==> src/rtl/fp_adder_arbiter.sv <==
// fp_adder_arbiter: shares one external FP adder between two requesters
// (0 = FPU add/sub, 1 = divider). Each requester owns one operand slot.
// The FSM grants one busy slot at a time, issues it to the adder and
// returns the adder result to that slot.
// Optional feature: define FP_ARB_ROUND_ROBIN_EN for round-robin tie breaking.
// Without it, requester 1 always wins a tie.
//
// state | meaning
// IDLE  | nothing in flight; grant a busy slot if there is one
// ISSUE | granted operands on AddA/AddB/AddOp, AddLoad high this cycle
// WAIT  | waiting for the first AddValid rise seen after entering WAIT
module fp_adder_arbiter #(
    parameter int PRECISION = 32
) (
    input  logic                 Clk,
    input  logic                 Rst,
    input  logic                 Load0,
    input  logic                 Load1,
    input  logic [PRECISION-1:0] A0,
    input  logic [PRECISION-1:0] B0,
    input  logic [PRECISION-1:0] A1,
    input  logic [PRECISION-1:0] B1,
    input  logic                 Op0,
    input  logic                 Op1,
    output logic [PRECISION-1:0] Result0,
    output logic [PRECISION-1:0] Result1,
    output logic                 Valid0,
    output logic                 Valid1,
    output logic                 Busy0,
    output logic                 Busy1,
    output logic [PRECISION-1:0] AddA,
    output logic [PRECISION-1:0] AddB,
    output logic                 AddOp,
    output logic                 AddLoad,
    input  logic                 AddValid,
    input  logic [PRECISION-1:0] AddOut
);

    typedef enum logic [1:0] {IDLE, ISSUE, WAIT} state_t;

    state_t               state;
    state_t               nextState;
    logic [PRECISION-1:0] slotA  [2];
    logic [PRECISION-1:0] slotB  [2];
    logic [PRECISION-1:0] result [2];
    logic [1:0]           slotOp;
    logic [1:0]           busy;
    logic [1:0]           valid;
    logic [1:0]           accept;
    logic                 grantSel;
    logic                 pick;
    logic                 tiePick;
    logic                 addValidQ;
    logic                 rise;
    logic                 done;
    logic                 granting;
    logic [PRECISION-1:0] addA;
    logic [PRECISION-1:0] addB;
    logic                 addOp;

    assign accept   = {Load1 & ~busy[1], Load0 & ~busy[0]};
    assign rise     = AddValid & ~addValidQ;
    assign done     = (state == WAIT) & rise;
    assign granting = (state == IDLE) & (|busy);

`ifdef FP_ARB_ROUND_ROBIN_EN
    logic lastGrant;

    // Remember which slot was served last; resets to 1 so slot 0 wins the first tie.
    always_ff @(posedge Clk) begin
        if (Rst) begin
            lastGrant <= 1'b1;
        end else if (done) begin
            lastGrant <= grantSel;
        end
    end

    assign tiePick = ~lastGrant;
`else
    assign tiePick = 1'b1;
`endif

    // State register.
    always_ff @(posedge Clk) begin
        if (Rst) begin
            state <= IDLE;
        end else begin
            state <= nextState;
        end
    end

    // Next-state and grant selection.
    always_comb begin
        nextState = state;
        pick      = 1'b0;
        unique case (state)
            IDLE: begin
                if (|busy) begin
                    nextState = ISSUE;
                    pick      = (busy == 2'b11) ? tiePick : busy[1];
                end
            end
            ISSUE:   nextState = WAIT;
            WAIT:    if (rise) nextState = IDLE;
            default: nextState = IDLE;
        endcase
    end

    // Slots, results, adder operand hold registers and AddValid edge history.
    always_ff @(posedge Clk) begin
        if (Rst) begin
            busy      <= 2'b00;
            valid     <= 2'b00;
            slotOp    <= 2'b00;
            grantSel  <= 1'b0;
            addA      <= '0;
            addB      <= '0;
            addOp     <= 1'b0;
            addValidQ <= 1'b0;
            for (int i = 0; i < 2; i++) begin
                slotA[i]  <= '0;
                slotB[i]  <= '0;
                result[i] <= '0;
            end
        end else begin
            addValidQ <= AddValid;
            if (accept[0]) begin
                slotA[0]  <= A0;
                slotB[0]  <= B0;
                slotOp[0] <= Op0;
                busy[0]   <= 1'b1;
                valid[0]  <= 1'b0;
            end
            if (accept[1]) begin
                slotA[1]  <= A1;
                slotB[1]  <= B1;
                slotOp[1] <= Op1;
                busy[1]   <= 1'b1;
                valid[1]  <= 1'b0;
            end
            // Operands are captured on the grant edge and held until the next grant.
            if (granting) begin
                grantSel <= pick;
                addA     <= slotA[pick];
                addB     <= slotB[pick];
                addOp    <= slotOp[pick];
            end
            // A granted slot is busy, so it can never be accepting in the same edge.
            if (done) begin
                result[grantSel] <= AddOut;
                valid[grantSel]  <= 1'b1;
                busy[grantSel]   <= 1'b0;
            end
        end
    end

    assign AddLoad = (state == ISSUE);
    assign AddA    = addA;
    assign AddB    = addB;
    assign AddOp   = addOp;
    assign Result0 = result[0];
    assign Result1 = result[1];
    assign Valid0  = valid[0];
    assign Valid1  = valid[1];
    assign Busy0   = busy[0];
    assign Busy1   = busy[1];

endmodule
==> config.mk <==
export PLATFORM = sky130hd
export DESIGN_NAME = fp_adder_arbiter
export DESIGN_NICKNAME = d
export VERILOG_FILES = /design/src/rtl/fp_adder_arbiter.sv
export SDC_FILE = /design/constraint.sdc
export NUM_CORES = 1
export LEC_CHECK = 0
export BUFFER_PORTS_ARGS = -buffer_cell sky130_fd_sc_hd__buf_2
export CAP_MARGIN = 20
export CORE_MARGIN = 2
export CORE_UTILIZATION = 35
export CTS_CLUSTER_DIAMETER = 100
export DETAILED_ROUTE_END_ITERATION = 10
export PLACE_DENSITY_LB_ADDON = 0.05
export SYNTH_ARGS = -nofsm -noshare
export SYNTH_HDL_FRONTEND = slang
export SYNTH_SLANG_ARGS = --single-unit
==> constraint.sdc <==
create_clock -name Clk -period 8.97 [get_ports Clk]
set_input_delay 0.897 -clock Clk [delete_from_list [all_inputs] [get_ports Clk]]
set_output_delay 0.897 -clock Clk [all_outputs]
set_load 0.005 [all_outputs]
==> After elaboration in Yosys (flattened, before gate mapping) <==
Memory sizes are Yosys's and may differ from the RTL's. A register that Yosys moved wholly into a read port is not among the register bits.
Index checks and enable logic that the tools add are counted.
{ "classes": {"order_cmp": 3, "n_eq_ne": 5, "mux": 38, "n_bitwise": 15, "reduce_logical": 5} }
{ "op_table": {"columns": ["cell", "n"], "rows": [
  ["32-bit two-way mux", 5],
  ["32-bit OR reduction", 1],
  ["1-bit two-way mux", 27],
  ["2-bit two-way mux", 4],
  ["2-bit one-hot mux with 3 select lines", 1],
  ["1-bit bitwise AND", 5],
  ["2-bit equality test, second input constant", 2],
  ["1-bit by 2-bit less-than comparator with 1-bit output, second input constant", 2],
  ["1-bit bitwise OR", 4],
  ["1-bit inverter", 3],
  ["2-bit bitwise AND", 1],
  ["2-bit by 1-bit equality test with 1-bit output, second input constant", 1],
  ["2-bit logical NOT", 1],
  ["2-bit by 1-bit inequality test with 1-bit output, second input constant", 1],
  ["2-bit inequality test, second input constant", 1],
  ["2-bit inverter", 1],
  ["2-bit bitwise OR", 1],
  ["2-bit AND reduction", 1],
  ["2-bit OR reduction", 1],
  ["1-bit demux with 1-bit select", 1],
  ["1-bit greater-or-equal comparator, second input constant", 1],
  ["1-bit logical AND", 1]
]} }
{ "word_totals": {"ff_bits": 11, "ramBits": 192, "inputBits": 167, "out_inout_bits": 134, "wordCells": 77, "n_memories": 3} }
{ "mem_list": {"columns": ["memory", "words", "width", "rd", "rd_ports_with_merged_regs", "write_ports", "line_no", "rtl"], "rows": [
  ["result", 2, 32, 2, 0, 2, "45", "logic [PRECISION-1:0] result [2];"],
  ["slotA", 2, 32, 1, 1, 2, "43", "logic [PRECISION-1:0] slotA [2];"],
  ["slotB", 2, 32, 1, 1, 2, "44", "logic [PRECISION-1:0] slotB [2];"]
]} }

==> Longest topological paths before layout <==
{ "logic_depth": {"depth_word": 8, "depth_mapped": 6, "ltp_nobuf": 3} }

==> Least setup slack after synthesis <==
Ideal clock, no wire load.
{ "synth_timing": {"path_type": "input to register", "from": "input port AddValid", "to": "memory result[0][0] (enable)", "setup_ns": 0.468, "t_arrival_ns": 3.381, "slack_ns": 5.121, "cell_stages": 2, "path_buffers": 0, "cell_sequence": "nand4bb_1 o21ai_0"} }
{ "synth_lines": {"columns": ["item", "line_no", "rtl"], "rows": [
  ["start, declared", "35", "input logic AddValid,"],
  ["end, declared", "45", null]
]} }

==> Final worst setup path <==
{ "layout_timing": {"from": "register state[1]", "to": "register addB[22] (netlist: AddB[22]), read port of slotB"} }
{ "layout_via": {"elab_chain_cells": 2, "word_cells_on_any_way": 3, "classes_between": "mux (1); bitwise (1); reduce/logical (1)"} }
{ "layout_lines": {"columns": ["item", "line_no", "rtl"], "rows": [
  ["start, declared", "41", "state_t state;"],
  ["start signal, assigned", "88", "state <= nextState;"],
  ["2-bit logical NOT *", "64, 96", null],
  ["1-bit two-way mux / 1-bit bitwise AND (equally long branches)", "96, 64", null],
  ["end, declared", "58", "logic [PRECISION-1:0] addB;"]
]} }
Every way passes the cells marked *; elsewhere a longest branch is shown, timed or not.
A chain may end at the register's enable or synchronous reset.

==> out/qor.yml <==
run_status:
  status: "finished clean"
drt:
  drt-wirelength-per-cell_um: 18.60
  via_per_inst: 4.679
  drc: 0
  ant_nets: 0
  vias: 6784
  drt-pass1-iter-count: 4
  drt_wl_total_mm: 26.97
  drt_iter0_drc: 334
sta:
  tightest_slew_ps: 1093
  slew_headroom: 0.2710
  setup_viol: 0
  whs_ps: 460.7
  fin_crit_ps: 2717
  finalCritPeriodShare: 0.3029
  tns_ps: 0
  max_clock_freq_mhz: 368.1
  rsz0062_at_grt: "no"
  hold_violations: 0
  clock_skew_ps: 8.612
  drv_slew: 0
cells_and_area:
  syn_to_final_growth_pct: 24.72
  drive_gt1_frac: 0.3783
  final_util: 0.4444
  nets: 1205
  diodes: 0
yosys:
  synthAdderAreaFrac: 0
  synth_edf_count: 192
  netlist-cell-type-count: 31
  synthSimpleGateAreaFrac: 0.1297
  ys_top_cells_by_area: "edfxtp_1, dfxtp_1, and2_1, a221oi_2, o22ai_1"
  synth.avg_cell_area_um2: 14.06
  synthArstFlopShare: 0
  netlist_top_cells_count: "and2_1, edfxtp_1, dfxtp_1, inv_1, o22ai_1"
  synth_fp_nets: 920
  yosysWarnings: 0
  synth_top_area_frac: 0.5444
  synth_compound_area_frac: 0.1229
  muxShareOfSynthArea: 0
  yosysSeqAreaShare: 0.6862
  syn_area_mm2: 0.01059
  yosys.area.top_type: "edfxtp_1"
  synth-seq-cells: 267
  synth_xor_area_frac: 0
  ys.flop_type: "edfxtp_1"
  synth_top_family_by_area: "simple AND/OR/NAND/NOR gates"
  syn_inst: 753
clock_tree:
  htreeDepth: 1
  cts_tree: "yes"
  clk_path_buf_depth: 3
  insertion_delay_ps: 530
  clk_pin_slew_worst_paths_ps: 60
  cts_resized: 0
  cts_setup_buffers: 0
  hold_buffers: 0
  cts_made_buffers: 29
  cts_root_buf: "clkbuf_16"
  cts.sinks: 267
worst_setup_path:
  worstPathArrival_ps: 3150
  critPathKind: "reg2reg"
  worst-path-max-fanout: 65
  crit_slowest_cell: "buf_4"
  path_cells: "nor2_4, buf_4, o21ai_4, buf_4, a221oi_1"
  crit_path_frequent_cell: "buf_4"
  crit_path_start_kind: "flip-flop"
  worstPathRequired_ps: 9400
  critPathCaptureType: "flip-flop"
  slowest_delay_ps: 800
placement:
  routabilityCongestion: 0.7282
  dpl.hpwl_mm: 17.11
  port_buffers: 300
floorplan:
  ios: 301
  dieHeight_um: 177.9
  start_util: 0.3564
  core-area_mm2: 0.02972
  num_rows: 63
  die-area_mm2: 0.03166
  fp.dieW_um: 177.9
global_routing:
  grt_pass1_wl_mm: 39.94
  grt_antenna_before_repair: 1
  grt-ovfl-total: 0
  first_global_vias: 6851
  track_usage: 0.1653
  grt_max_degree: 75
power_and_ir_drop:
  leakagePower_uw: 0.005501
  powerDensity_mw_per_mm2: 220.3
  peakVddDrop_uv: 122.7
hold_path:
  hold_path.class: "reg2reg"
job:
  cap_violations: 0
final timing paths:
| path | endpoint | slack [ps] | depth (start not counted) | start |
|---|---|---|---|---|
| worst min-delay path | AddB[28] | 460 | 2 | AddB[28] |
| worst max register to register | AddB[22] | 6250 | 5 | state[1] |
| worst min register to register | AddB[28] | 460 | 2 | AddB[28] |
| worst max-delay path | AddB[22] | 6250 | 5 | state[1] |
through the flow:
| stage | setup WS, ps | cells | power [uW] | instance area (um2) |
|---|---|---|---|---|
| final | 6253 | 1450 | 2910 | 13210 |
| after CTS | 5949 | 1448 | 2947 | 13160 |
| after global routing | 6032 | 1450 | 3035 | 13210 |
| after detailed placement | 5381 | 1395 | 1849 | 12290 |
| after global placement | 5393 | 1395 | 1847 | 12290 |
| after floorplan | 5121 | 753 | 1701 | 10590 |
layout by cell type (no fill, tap or decap), drive strengths merged:
cell,Yosys,routed
o22ai,63,63
clkinv,0,12
edfxtp,192,192
and2,192,192
bufinv,0,1
nand2,8,8
buf,43,310
inv,67,67
a31o,2,2
nor2,8,8
nand4bb,1,1
dfxtp,75,75
clkbuf,13,40
nand2b,4,4
nor2b,3,3
nand3,2,2
a21oi,5,5
o21ai,5,5
a21o,1,1
and4bb,1,1
nor3,1,1
or2,1,1
a32o,2,2
a221oi,63,63
and3,1,1
metal layers:
layer,vias up,GRT usage,share of wire
li1,3286,-,-
met1,3225,0.2283,0.45
met2,236,0.2708,0.47
met3,35,0.02913,0.068
met4,2,0.03859,0.018
met5,-,0,0.00059
flip-flops by register name, indices dropped and copies added (netlist names):
register   cells
valid          2
AddOp          1
addValidQ      1
slotA         64
busy           2
state          2
slotOp         2
result        64
AddB          32
slotB         64
AddA          32
grantSel       1
logic make-up after synthesis:
group	after synthesis
simple gates	222
flops	267
buf+inv	123
compound gates	141
where the power goes:
group	total (uW)	switching, uW	leakage [uW]	internal [uW]
Sequential	1480	48.2	0.00266	1440
Clock	1090	459	0.000425	635
Combinational	332	192	0.00242	140
Total	2910	698	0.00550	2210
critical path: cells and delay by family, from the launching register on:
family,cells,cell delay (ps)
buffers and inverters,2,1300
AOI/OAI and AO/OA,2,770
DFF,1,380
and+or+nand+nor,1,120
final cells by class:
class | count | area, um2
fill | 2771 | 16510
sequential | 267 | 7267
clock inverter | 13 | 80.08
timing repair buffer | 310 | 1612
inverter | 67 | 251.5
tap | 390 | 488.0
clock buffer | 40 | 787.0
multi-input combinational | 363 | 2723
Note: power is estimated with default switching activity, not from simulation.
